### src/rtl/avst_eth_framer_if.sv
// Avalon-ST bundle for the Ethernet framer.
// Carries the MAC addresses, the payload sink stream (data_i/empty_i/valid_i/
// sop_i/eop_i/ready_in_o), the framed source stream (data_o/empty_o/valid_o/
// sop_o/eop_o/ready_out_i) and the two status counters.
// slave  : the framer side.
// master : the side feeding payload in and draining frames out.
interface avst_eth_framer_if #(
   parameter int DATA_W = 32
);
   localparam int EMPTY_W = $clog2(DATA_W / 8);

   logic [47:0]         mac_src_i;
   logic [47:0]         mac_dst_i;
   logic [DATA_W-1:0]   data_i;
   logic [EMPTY_W-1:0]  empty_i;
   logic                valid_i;
   logic                sop_i;
   logic                eop_i;
   logic                ready_in_o;
   logic [DATA_W-1:0]   data_o;
   logic [EMPTY_W-1:0]  empty_o;
   logic                valid_o;
   logic                sop_o;
   logic                eop_o;
   logic                ready_out_i;
   logic [31:0]         frame_cnt_o;
   logic [15:0]         drop_cnt_o;

   modport slave (
      input  mac_src_i, mac_dst_i, data_i, empty_i, valid_i, sop_i, eop_i, ready_out_i,
      output ready_in_o, data_o, empty_o, valid_o, sop_o, eop_o, frame_cnt_o, drop_cnt_o
   );

   modport master (
      output mac_src_i, mac_dst_i, data_i, empty_i, valid_i, sop_i, eop_i, ready_out_i,
      input  ready_in_o, data_o, empty_o, valid_o, sop_o, eop_o, frame_cnt_o, drop_cnt_o
   );
endinterface

### src/rtl/avst_eth_framer.sv
// Ethernet framer on Avalon-ST: prepends dst MAC, src MAC and EtherType to a
// payload packet, realigns the payload behind the 14-byte header, and pads
// with zeros up to MIN_LEN bytes.
// Ports:
//   clk_sys_i   : system clock, rising edge
//   rst_sys_n_i : asynchronous active-low reset
//   bus         : avst_eth_framer_if.slave (payload in, frame out, counters)
module avst_eth_framer #(
   parameter int          DATA_W    = 32,
   parameter logic [15:0] ETHERTYPE = 16'h0800,
   parameter int          MIN_LEN   = 60
) (
   input  logic               clk_sys_i,
   input  logic               rst_sys_n_i,
   avst_eth_framer_if.slave   bus
);
   localparam int BYTES     = DATA_W / 8;
   localparam int EMPTY_W   = $clog2(BYTES);
   localparam int SHIFT     = 14 % BYTES;
   localparam int HDR_BEATS = 14 / BYTES;
   localparam int SH_W      = SHIFT * 8;
   localparam int TOP_W     = DATA_W - SH_W;
   localparam int TOP_BYTES = BYTES - SHIFT;

   typedef enum logic [2:0] {IDLE, HDR, PAYLOAD, FLUSH, PAD} state_t;

   state_t              state, state_n;
   logic                rdy_en;
   logic [111:0]        hdr, hdr_n;
   logic [1:0]          idx, idx_n;
   logic [15:0]         cnt, cnt_n;
   logic [SH_W-1:0]     carry, carry_n;
   logic [3:0]          left, left_n;
   logic [DATA_W-1:0]   data_q, data_n;
   logic [EMPTY_W-1:0]  empty_q, empty_n;
   logic                valid_q, valid_n, sop_q, sop_n, eop_q, eop_n;
   logic [31:0]         frame_q, frame_n;
   logic [15:0]         drop_q, drop_n;

   logic                rdy, out_adv, do_fin;
   logic [3:0]          fin_v, nin;
   logic [DATA_W-1:0]   fin_beat, beat;
   logic [16:0]         len, fin, lim;

   // Keeps the top nb bytes of a beat, zeroing the rest (stale or padding).
   function automatic logic [DATA_W-1:0] keep_mask(input logic [3:0] nb);
      logic [DATA_W-1:0] m;
      m = '1;
      if (nb < 4'(BYTES)) m = ~({DATA_W{1'b1}} >> (8 * nb));
      return m;
   endfunction

   always_comb begin
      state_n  = state;
      hdr_n    = hdr;
      idx_n    = idx;
      cnt_n    = cnt;
      carry_n  = carry;
      left_n   = left;
      data_n   = data_q;
      empty_n  = empty_q;
      valid_n  = valid_q;
      sop_n    = sop_q;
      eop_n    = eop_q;
      frame_n  = frame_q;
      drop_n   = drop_q;
      rdy      = 1'b0;
      do_fin   = 1'b0;
      fin_v    = '0;
      fin_beat = '0;
      nin      = 4'(BYTES) - 4'(bus.empty_i);
      beat     = {carry, bus.data_i[DATA_W-1 -: TOP_W]};
      len      = '0;
      fin      = '0;
      lim      = '0;
      // Output register may take a new beat when empty or being drained.
      out_adv  = ~valid_q | bus.ready_out_i;
      if (out_adv) valid_n = 1'b0;

      case (state)
         IDLE: begin
            rdy = rdy_en & ~bus.sop_i;
            if (bus.valid_i & rdy) begin
               if (drop_q != 16'hFFFF) drop_n = drop_q + 16'd1;
            end else if (bus.valid_i & bus.sop_i & rdy_en) begin
               // SOP beat is left in place; PAYLOAD consumes it.
               hdr_n   = {bus.mac_dst_i, bus.mac_src_i, ETHERTYPE};
               idx_n   = '0;
               cnt_n   = '0;
               state_n = HDR;
            end
         end
         HDR: if (out_adv) begin
            valid_n = 1'b1;
            data_n  = hdr[111 -: DATA_W];
            sop_n   = (idx == 2'd0);
            eop_n   = 1'b0;
            empty_n = '0;
            cnt_n   = cnt + 16'(BYTES);
            hdr_n   = hdr << DATA_W;
            idx_n   = idx + 2'd1;
            if (idx == 2'(HDR_BEATS - 1)) begin
               // Header bytes that do not fill a whole beat lead the payload.
               carry_n = hdr[111-DATA_W -: SH_W];
               state_n = PAYLOAD;
            end
         end
         PAYLOAD: begin
            rdy = rdy_en & bus.ready_out_i;
            if (bus.valid_i & rdy) begin
               carry_n = bus.data_i[SH_W-1:0];
               if (!bus.eop_i) begin
                  valid_n = 1'b1;
                  data_n  = beat;
                  sop_n   = 1'b0;
                  eop_n   = 1'b0;
                  empty_n = '0;
                  cnt_n   = cnt + 16'(BYTES);
               end else if (nin > 4'(TOP_BYTES)) begin
                  // Tail bytes spill past this beat: send a full beat now.
                  valid_n = 1'b1;
                  data_n  = beat;
                  sop_n   = 1'b0;
                  eop_n   = 1'b0;
                  empty_n = '0;
                  cnt_n   = cnt + 16'(BYTES);
                  left_n  = nin - 4'(TOP_BYTES);
                  state_n = FLUSH;
               end else begin
                  do_fin   = 1'b1;
                  fin_v    = 4'(SHIFT) + nin;
                  fin_beat = beat;
               end
            end
         end
         FLUSH: if (out_adv) begin
            do_fin   = 1'b1;
            fin_v    = left;
            fin_beat = {carry, {TOP_W{1'b0}}};
         end
         PAD: begin
            if (valid_q & eop_q) begin
               // Hold here until the final beat is taken.
               if (bus.ready_out_i) begin
                  frame_n = frame_q + 32'd1;
                  state_n = IDLE;
               end
            end else if (out_adv) begin
               do_fin = 1'b1;
            end
         end
         default: state_n = IDLE;
      endcase

      // Closing beat: fin_v data bytes, then zero padding up to MIN_LEN.
      // Either it ends the frame, or it is a full beat and PAD continues.
      if (do_fin) begin
         len     = 17'(cnt) + 17'(fin_v);
         fin     = (len < 17'(MIN_LEN)) ? 17'(MIN_LEN) : len;
         lim     = 17'(cnt) + 17'(BYTES);
         valid_n = 1'b1;
         sop_n   = 1'b0;
         data_n  = fin_beat & keep_mask(fin_v);
         state_n = PAD;
         if (fin <= lim) begin
            eop_n   = 1'b1;
            empty_n = EMPTY_W'(lim - fin);
         end else begin
            eop_n   = 1'b0;
            empty_n = '0;
            cnt_n   = cnt + 16'(BYTES);
         end
      end
   end

   always_ff @(posedge clk_sys_i or negedge rst_sys_n_i) begin
      if (!rst_sys_n_i) begin
         state   <= IDLE;
         rdy_en  <= 1'b0;
         hdr     <= '0;
         idx     <= '0;
         cnt     <= '0;
         carry   <= '0;
         left    <= '0;
         data_q  <= '0;
         empty_q <= '0;
         valid_q <= 1'b0;
         sop_q   <= 1'b0;
         eop_q   <= 1'b0;
         frame_q <= '0;
         drop_q  <= '0;
      end else begin
         state   <= state_n;
         rdy_en  <= 1'b1;
         hdr     <= hdr_n;
         idx     <= idx_n;
         cnt     <= cnt_n;
         carry   <= carry_n;
         left    <= left_n;
         data_q  <= data_n;
         empty_q <= empty_n;
         valid_q <= valid_n;
         sop_q   <= sop_n;
         eop_q   <= eop_n;
         frame_q <= frame_n;
         drop_q  <= drop_n;
      end
   end

   assign bus.ready_in_o  = rdy;
   assign bus.data_o      = data_q;
   assign bus.empty_o     = empty_q;
   assign bus.valid_o     = valid_q;
   assign bus.sop_o       = sop_q;
   assign bus.eop_o       = eop_q;
   assign bus.frame_cnt_o = frame_q;
   assign bus.drop_cnt_o  = drop_q;
endmodule

### src/flat_wrapper.sv
// flat-port wrapper written by rule: the top's interface ports become plain ports
module avst_eth_framer_flat 
#(
   parameter int          DATA_W    = 32,
   parameter logic [15:0] ETHERTYPE = 16'h0800,
   parameter int          MIN_LEN   = 60
)
  (clk_sys_i, rst_sys_n_i, bus_mac_src_i, bus_mac_dst_i, bus_data_i, bus_empty_i, bus_valid_i, bus_sop_i, bus_eop_i, bus_ready_out_i, bus_ready_in_o, bus_data_o, bus_empty_o, bus_valid_o, bus_sop_o, bus_eop_o, bus_frame_cnt_o, bus_drop_cnt_o);
  avst_eth_framer_if #(.DATA_W(DATA_W)) bus_i ();
  input  logic clk_sys_i;
  input  logic rst_sys_n_i;
  input wire logic [$bits(bus_i.mac_src_i)-1:0] bus_mac_src_i;
  input wire logic [$bits(bus_i.mac_dst_i)-1:0] bus_mac_dst_i;
  input wire logic [$bits(bus_i.data_i)-1:0] bus_data_i;
  input wire logic [$bits(bus_i.empty_i)-1:0] bus_empty_i;
  input wire logic [$bits(bus_i.valid_i)-1:0] bus_valid_i;
  input wire logic [$bits(bus_i.sop_i)-1:0] bus_sop_i;
  input wire logic [$bits(bus_i.eop_i)-1:0] bus_eop_i;
  input wire logic [$bits(bus_i.ready_out_i)-1:0] bus_ready_out_i;
  output wire logic [$bits(bus_i.ready_in_o)-1:0] bus_ready_in_o;
  output wire logic [$bits(bus_i.data_o)-1:0] bus_data_o;
  output wire logic [$bits(bus_i.empty_o)-1:0] bus_empty_o;
  output wire logic [$bits(bus_i.valid_o)-1:0] bus_valid_o;
  output wire logic [$bits(bus_i.sop_o)-1:0] bus_sop_o;
  output wire logic [$bits(bus_i.eop_o)-1:0] bus_eop_o;
  output wire logic [$bits(bus_i.frame_cnt_o)-1:0] bus_frame_cnt_o;
  output wire logic [$bits(bus_i.drop_cnt_o)-1:0] bus_drop_cnt_o;
  assign bus_i.mac_src_i = bus_mac_src_i;
  assign bus_i.mac_dst_i = bus_mac_dst_i;
  assign bus_i.data_i = bus_data_i;
  assign bus_i.empty_i = bus_empty_i;
  assign bus_i.valid_i = bus_valid_i;
  assign bus_i.sop_i = bus_sop_i;
  assign bus_i.eop_i = bus_eop_i;
  assign bus_i.ready_out_i = bus_ready_out_i;
  assign bus_ready_in_o = bus_i.ready_in_o;
  assign bus_data_o = bus_i.data_o;
  assign bus_empty_o = bus_i.empty_o;
  assign bus_valid_o = bus_i.valid_o;
  assign bus_sop_o = bus_i.sop_o;
  assign bus_eop_o = bus_i.eop_o;
  assign bus_frame_cnt_o = bus_i.frame_cnt_o;
  assign bus_drop_cnt_o = bus_i.drop_cnt_o;
  avst_eth_framer #(.DATA_W(DATA_W), .ETHERTYPE(ETHERTYPE), .MIN_LEN(MIN_LEN)) u_core (.clk_sys_i(clk_sys_i), .rst_sys_n_i(rst_sys_n_i), .bus(bus_i));
endmodule
### config.mk
export PLATFORM = sky130hd
export DESIGN_NAME = avst_eth_framer_flat
export DESIGN_NICKNAME = d
export VERILOG_FILES = /design/src/rtl/avst_eth_framer_if.sv /design/src/rtl/avst_eth_framer.sv /design/src/flat_wrapper.sv
export SDC_FILE = /design/constraint.sdc
export NUM_CORES = 1
export LEC_CHECK = 0
export ABC_AREA = 1
export CORE_MARGIN = 5
export CORE_UTILIZATION = 54
export CTS_CLUSTER_DIAMETER = 200
export DETAILED_ROUTE_END_ITERATION = 10
export PLACE_DENSITY = 0.88
export SLEW_MARGIN = 20
export SYNTH_ARGS = -nofsm -noshare
export SYNTH_HDL_FRONTEND = slang
export SYNTH_SLANG_ARGS = --single-unit
### constraint.sdc
create_clock -name clk_sys_i -period 4.8 [get_ports clk_sys_i]
set_input_delay 0.72 -clock clk_sys_i [delete_from_list [all_inputs] [get_ports clk_sys_i]]
set_output_delay 0.72 -clock clk_sys_i [all_outputs]
set_load 0.1 [all_outputs]
==> impl_table.tex, run 1 <==
\begin{tabular}{lr}
\hline
Metric & Value \\
\hline
\multicolumn{2}{l}{\textbf{Outcome}} \\
Run status & complete, no violations \\
\multicolumn{2}{l}{\textbf{Clock network}} \\
Clock tree root driver cell & clkbuf\_16 \\
Clock input transition at the sequential cells of the worst setup and hold paths & 0.06 ns \\
Buffer levels on the longest clock path & 3 \\
CTS HTree Levels & 1 \\
Clock sinks & $\sim$220 \\
Skew-Pair Late Insertion Delay & 0.53 ns \\
CTS tree & done \\
CTS buffer count & 25 \\
\multicolumn{2}{l}{\textbf{Yosys}} \\
Number of nets produced by synthesis & 1,887 \\
Average footprint of a synthesized cell & around 7.4 µm² \\
Yosys warning count & 0 \\
Number of flops mapped to enable cells by yosys & 0 \\
Cells after synthesis & 1,718 \\
Post-synthesis sequential area ratio & 0.440 \\
Flops \& latches, synth & 223 \\
Count of unique library cells instantiated by Yosys & 39 \\
Share of flip-flops with an asynchronous set or reset after synthesis & 1.00 \\
Most common flop cell mapped by yosys & dfrtp\_1 \\
Post-synthesis cell area & approximately 0.013 mm² \\
\multicolumn{2}{l}{\textbf{Timing}} \\
Final critical path time including I/O delays and setup & 4.34 ns \\
Number of slew-limit violations in the final report & 0 \\
Fin Clk Skew & 0.0116 ns \\
Number of setup violations in the final report & 0 \\
Final hold violations & 0 \\
Post-route worst hold slack & 0.275 ns \\
Worst slew margin & 0.269 \\
Final clock period utilization by the worst path & 0.904 \\
RSZ-0062 raised after global routing & false \\
Top achievable clock speed & roughly 230 MHz \\
Measured slew at the worst slew-check pin & $\sim$1.1 ns \\
\multicolumn{2}{l}{\textbf{Detailed routing}} \\
Vias post-DR & 12,300 \\
DRC violations left & 0 \\
Count of nets left with antenna violations after detail routing & 0 \\
Average vias per placed instance & 5.42 \\
Detailed Route Iter0 Violations & 1,104 \\
Total wire length & 38.2 mm \\
TritonRoute pass-1 iters & 5 \\
Per-cell routed wire length & 16.8 µm \\
\multicolumn{2}{l}{\textbf{Global routing}} \\
Overflow after GRT & 0 \\
Via count of the first global-routing pass & 11,900 \\
Tot GR Track Use & 0.284 \\
Number of antenna violations at the first check in global routing & 0 \\
Maximum number of pins on one net before global-route repair & 144 \\
Wire length of the first global-routing pass & approximately 61 mm \\
\multicolumn{2}{l}{\textbf{Floorplan}} \\
Y dimension of the die & 163 µm \\
Area of the die & 0.0266 mm² \\
Std cell rows & 56 \\
Starting utilization of the core area & 0.543 \\
IO Count & 222 \\
Core footprint & 0.0233 mm² \\
Floorplan die width & between 150 and 200 µm \\
\multicolumn{2}{l}{\textbf{Power}} \\
Leakage & between 0.007 and 0.008 µW \\
Ratio of total power to cell area & 665 mW/mm² \\
Worst VDD drop & about 0.46 mV \\
\multicolumn{2}{l}{\textbf{Flow run}} \\
Max cap viols & 0 \\
\multicolumn{2}{l}{\textbf{Cells and area}} \\
Final \#Nets & about 2,100 \\
Synthesis-to-finish area growth & 28.5\% \\
Ratio of cells with drive above 1 in the final layout & 0.0680 \\
Final Util & 0.698 \\
Design Area, Final & 0.0163 mm² \\
Final instance count without filler cells & about 2,300 \\
\multicolumn{2}{l}{\textbf{Critical path}} \\
Slowest cell delay on critical path & around 0.53 ns \\
Category of the critical setup timing path & primary input to register \\
Crit start category & primary input \\
Most Frequent Cell on Critical Path & nand2\_1 \\
Worst endpoint required time & 5.22 ns \\
Maximum net fanout on the critical path & 6 \\
Cell at the slowest stage of the critical path & clkdlybuf4s50\_1 \\
Beginning of the critical path & bus\_ready\_out\_i \\
Worst reg2reg startpoint & u\_core.state[0] \\
Arrival time at the worst endpoint & 4.76 ns \\
Crit. End Element & register \\
Bufs and invs on worst path & 6 \\
Delay-heaviest family, CP & simple AND/OR/NAND/NOR gates \\
\multicolumn{2}{l}{\textbf{Place}} \\
DP Area & roughly 0.015 mm² \\
Number of cells in the design after placement & 2,227 \\
Weighted congestion reported at the end of routability-driven placement & 0.937 \\
Post-DP HPWL & between 20 and 30 mm \\
Number of buffers inserted by port buffering & approximately 220 \\
\multicolumn{2}{l}{\textbf{Worst hold path}} \\
Class of the worst hold path & primary input to asynchronous set/reset pin \\
\hline
\end{tabular}
## per-stage QoR
step / setup slack (ns) / setup TNS (ns) / total power [µW]
final: 0.462 / 0 / 10800
after global routing: 0.0150 / 0 / 11500
after CTS: 0.211 / 0 / 10800
after detailed placement: -0.340 / -5.10 / 8710
after global placement: -0.116 / -1.45 / 8560
after floorplan: 0.354 / 0 / 7200
## cells by family after synthesis
logic type,after synthesis,share of synthesized area
mux,1,0.000888
buf+inv,266,0.0844
compound gates,266,0.115
xor+xnor,55,0.0380
simple gates,873,0.288
fa+ha+maj,33,0.0332
other cells,1,0.000296
flops,223,0.440
## power by group
part / internal, µW / leakage, µW / switching, µW
registers: 2620 / 0.00277 / 464
logic: 1620 / 0.00447 / 4130
clock network: 1200 / 0.000433 / 796
## layout by cell type, fill, tap and decap left out, types with 5 or more instances in the layout
master and n:
clkbuf_8 8, a21oi_1 72, nor2_4 7, ha_1 31, clkdlybuf4s50_1 218, o21ai_0 121, nand3_1 98, buf_4 43
xnor2_1 20, nor4_1 5, o21ai_1 8, xor2_1 35, nor2_1 165, nand2_1 524, inv_2 8, nand2_2 5
nand3_2 6, dfrtp_1 223, o22ai_1 7, o211ai_1 33, a31oi_1 22, inv_1 180, nand3b_1 7, nor3_1 17
nand4_1 28, clkbuf_16 25
## flip-flops by register name, summed over array words and instances (netlist names)
signal	flops
u_core.bus.data_o	32
u_core.bus.drop_cnt_o	16
u_core.bus.empty_o	2
u_core.bus.eop_o	1
u_core.bus.frame_cnt_o	32
u_core.bus.sop_o	1
u_core.bus.valid_o	1
u_core.carry	16
u_core.cnt	16
u_core.hdr	97
u_core.idx	2
u_core.left	3
u_core.rdy_en	1
u_core.state	3
## layer usage
layer | global-route usage | vias to the layer above | routed length, µm
met5 | 0 | - | 0
met4 | 0.0869 | 0 | 1260
met2 | 0.464 | 543 | 17900
li1 | - | 5971 | -
met3 | 0.0530 | 94 | 3210
met1 | 0.387 | 5733 | 15700
## synthesized netlist by cell type, drive strengths merged, types with 5 or more instances
library cell | number | area [µm²]
a31oi | 22 | 138
o22ai | 8 | 56.3
xnor2 | 20 | 175
nor4 | 5 | 31.3
inv | 190 | 713
nand2 | 531 | 2010
a21oi | 73 | 365
ha | 32 | 400
nand3 | 106 | 558
nor2 | 175 | 707
nand3b | 7 | 52.6
nand4 | 28 | 175
dfrtp | 223 | 5580
nor3 | 18 | 101
buf | 41 | 225
o211ai | 33 | 248
o21ai | 129 | 646
clkbuf | 35 | 131
xor2 | 35 | 307
## path summary, 6_finish.rpt
kind	slack, ns	endpoint	cells past startpoint
max	0.46	u_core.cnt[15]	33
max reg2reg	0.48	u_core.cnt[15]	33
min	0.27	u_core.bus.data_o[9]	1
max in group asynchronous	3.53	u_core.hdr[55]	2
min in group clk_sys_i	0.48	u_core.bus.data_o[9]	2
min reg2reg	0.48	u_core.bus.data_o[9]	2
## timing repair
item | CTS | global route
setup buffers | 0 | 1
gates resized for setup | 0 | 18
endpoints found under the hold margin | 0 | 0
setup endpoints to repair | 0 | 17
hold buffers | 0 | 0
## area by class of cell
| class | instances | area [µm²] |
|---|---|---|
| Sequential cell | 223 | 5580 |
| Clock buffer | 35 | 743 |
| Inverter | 190 | 714 |
| Timing Repair Buffer | 268 | 2610 |
| Clock inverter | 10 | 131 |
| Tap cell | 319 | 399 |
| Fill cell | 1851 | 7040 |
| Antenna cell | 1 | 2.50 |
| Multi-Input combinational cell | 1230 | 6120 |
(Power assumes the default switching activity.)
==> run 2, diff against run 1 <==
clock period = 4.4 ns   (was 4.8 ns; I/O delays follow)
==> run 2 against run 1 <==
Net effect: design area is 0.39% higher; hold slack worse by 0.25 ns; sequential power is 8.4% higher; largest power group unchanged; worst setup slack worse by 0.14 ns; combinational power is 11% higher; core utilization is 0.27 points higher; sequential cell count stayed put; global-route usage is 0.30 points lower; first-iteration DRC count is 3.0% lower; sequential share of layout area is 0.11 points lower.
==> impl_table.tex, run 2 (synthesis gave the netlist of run 1 again) <==
\begin{tabular}{lr}
\hline
Metric & Value \\
\hline
\multicolumn{2}{l}{\textbf{Global routing}} \\
Overflow after GRT & 0 \\
Maximum number of pins on one net before global-route repair & about 140 \\
Via count of the first global-routing pass & 12,000 \\
Number of antenna violations at the first check in global routing & 2 \\
Wire length of the first global-routing pass & between 60 and 70 mm \\
Tot GR Track Use & 0.281 \\
\multicolumn{2}{l}{\textbf{Cells and area}} \\
Most frequent cells in the layout & nand2\_1 (523), dfrtp\_1 (220), clkdlybuf4s50\_1 (215) \\
Number of flip-flops under the largest register name & 97 \\
Reg with most FFs & u\_core.hdr \\
Ratio of cells with drive above 1 in the final layout & 0.0757 \\
Leading cell type in the layout, fill and taps excluded & nand2\_1 \\
Final Util & 0.701 \\
Synthesis-to-finish area growth & 29.0\% \\
Final \#Nets & 2,121 \\
Register area & about 0.0056 mm² \\
Design Area, Final & 0.0164 mm² \\
Layout filler cell count & 1,846 \\
Multi-input combinational cell area & approximately 0.0061 mm² \\
\multicolumn{2}{l}{\textbf{Worst hold path}} \\
Class of the worst hold path & primary input to asynchronous set/reset pin \\
\multicolumn{2}{l}{\textbf{Detailed routing}} \\
Per-cell routed wire length & 16.6 µm \\
Count of nets left with antenna violations after detail routing & 0 \\
Total wire length & around 38 mm \\
DRC violations left & 0 \\
Vias post-DR & 12,400 \\
Detailed Route Iter0 Violations & about 1,100 \\
TritonRoute pass-1 iters & 5 \\
Average vias per placed instance & between 5 and 6 \\
\multicolumn{2}{l}{\textbf{Critical path}} \\
Cell at the slowest stage of the critical path & dfrtp\_2 \\
Maximum net fanout on the critical path & 11 \\
Crit. End Element & register \\
Most Frequent Cell on Critical Path & nand2\_1 \\
Category of the critical setup timing path & register to register \\
Slowest cell delay on critical path & 0.44 ns \\
Worst endpoint required time & 4.82 ns \\
Crit start category & register \\
Arrival time at the worst endpoint & 4.49 ns \\
\multicolumn{2}{l}{\textbf{Floorplan}} \\
Starting utilization of the core area & 0.543 \\
Std cell rows & 56 \\
Floorplan die width & between 150 and 200 µm \\
IO Count & 222 \\
Area of the die & 0.0266 mm² \\
Y dimension of the die & 163 µm \\
Core footprint & approximately 0.023 mm² \\
\multicolumn{2}{l}{\textbf{Clock network}} \\
Clock input transition at the sequential cells of the worst setup and hold paths & 0.06 ns \\
CTS buffer count & 25 \\
Number of hold-repair buffers added at the cts stage & 0 \\
Skew-Pair Late Insertion Delay & 0.53 ns \\
Buffer levels on the longest clock path & 3 \\
Clock sinks & 223 \\
CTS HTree Levels & 1 \\
Clock tree root driver cell & clkbuf\_16 \\
CTS tree & done \\
\multicolumn{2}{l}{\textbf{Timing}} \\
Number of slew-limit violations in the final report & 0 \\
Measured slew at the worst slew-check pin & 1.11 ns \\
Worst slew margin & 0.259 \\
Final clock period utilization by the worst path & 0.926 \\
Fin Clk Skew & approximately 0.009 ns \\
Top achievable clock speed & between 200 and 250 MHz \\
Final hold violations & 0 \\
Number of setup violations in the final report & 0 \\
Final critical path time including I/O delays and setup & 4.08 ns \\
\multicolumn{2}{l}{\textbf{Place}} \\
Weighted congestion reported at the end of routability-driven placement & roughly 1 \\
Number of buffers inserted by port buffering & 221 \\
Post-DP HPWL & 28.3 mm \\
DP Area & 0.0154 mm² \\
\multicolumn{2}{l}{\textbf{Power}} \\
Worst VDD drop & 0.471 mV \\
Leakage & 0.00774 µW \\
Ratio of total power to cell area & 719 mW/mm² \\
\multicolumn{2}{l}{\textbf{Outcome}} \\
Run status & complete, no violations \\
\multicolumn{2}{l}{\textbf{Flow run}} \\
Max cap viols & 0 \\
\hline
\end{tabular}
run 2: cell types whose count changed in the layout (fill, tap and decap cells not counted), moves of 3 or more:
cell / before / now
dlymetal6s2s_1: 1 / 4
dfrtp_1: 223 / 220
clkbuf_1: 2 / 5
buf_4: 43 / 57
clkdlybuf4s50_1: 218 / 215
dfrtp_2: 0 / 3
run 2: per-stage QoR:
step           power (µW)  setup WS, ns  TNS (ns)  hold WS [ns]  std cells
2_1_floorplan        7860         0.179         0         0.364       1718
3_3_place_gp         9360        -0.339     -5.16         0.455       2237
3_5_place_dp         9530        -0.545     -8.52         0.459       2237
4_1_cts             11600      0.000558         0         0.325       2279
5_1_grt             12600       -0.0349    -0.255        0.0547       2287
6_report            11800         0.324         0        0.0267       2287
run 2: timing repair:
item                                    in CTS  in global routing
resized for setup                            1                 25
setup buffers                                0                  5
gates cloned                                 0                  0
pin swaps                                    0                  3
endpoints found under the setup margin      11                 17
run 2: layout make-up:
cell class                      instances  area share
Clock buffer                           36      0.0444
Tap cell                              319      0.0244
Antenna cell                            1    0.000153
Timing Repair Buffer                  283       0.168
Multi-Input combinational cell       1229       0.373
Inverter                              190      0.0437
Clock inverter                          6     0.00489
Sequential cell                       223       0.341
run 2: final timing paths:
kind	slack (ns)	start	cells past startpoint	end
setup / recovery	0.32	u_core.state[0]	34	u_core.cnt[15]
hold / removal	0.03	rst_sys_n_i	1	u_core.bus.data_o[9]
setup reg to reg	0.32	u_core.state[0]	34	u_core.cnt[15]
hold reg to reg	0.47	u_core.bus.frame_cnt_o[31]	1	u_core.bus.frame_cnt_o[31]
max in group asynchronous	3.59	rst_sys_n_i	2	u_core.bus.valid_o
min in group clk_sys_i	0.47	u_core.bus.frame_cnt_o[31]	1	u_core.bus.frame_cnt_o[31]
run 2: power by group:
part | switching [µW] | internal (µW) | leakage, µW
clock network | 838 | 1210 | 0.000393
logic | 4530 | 1840 | 0.00457
registers | 482 | 2860 | 0.00277
total | 5850 | 5900 | 0.00774
run 2: worst max-delay path, delay by kind of cell, from the launching register on:
family | cells | cell delay (ns)
flip-flops | 1 | 0.44
adder cells (fa/ha/maj) | 3 | 0.77
buffers and inverters | 7 | 0.62
AND/OR/NAND/NOR | 24 | 2.15
run 2: layer usage:
metal  routed length, µm  vias to the layer above  global-route usage
li1                    -                     5982                   -
met2               17700                      549               0.459
met4                1610                        2               0.107
met1               15600                     5773               0.377
met3                2980                       93              0.0500
met5                  20                        -                   0
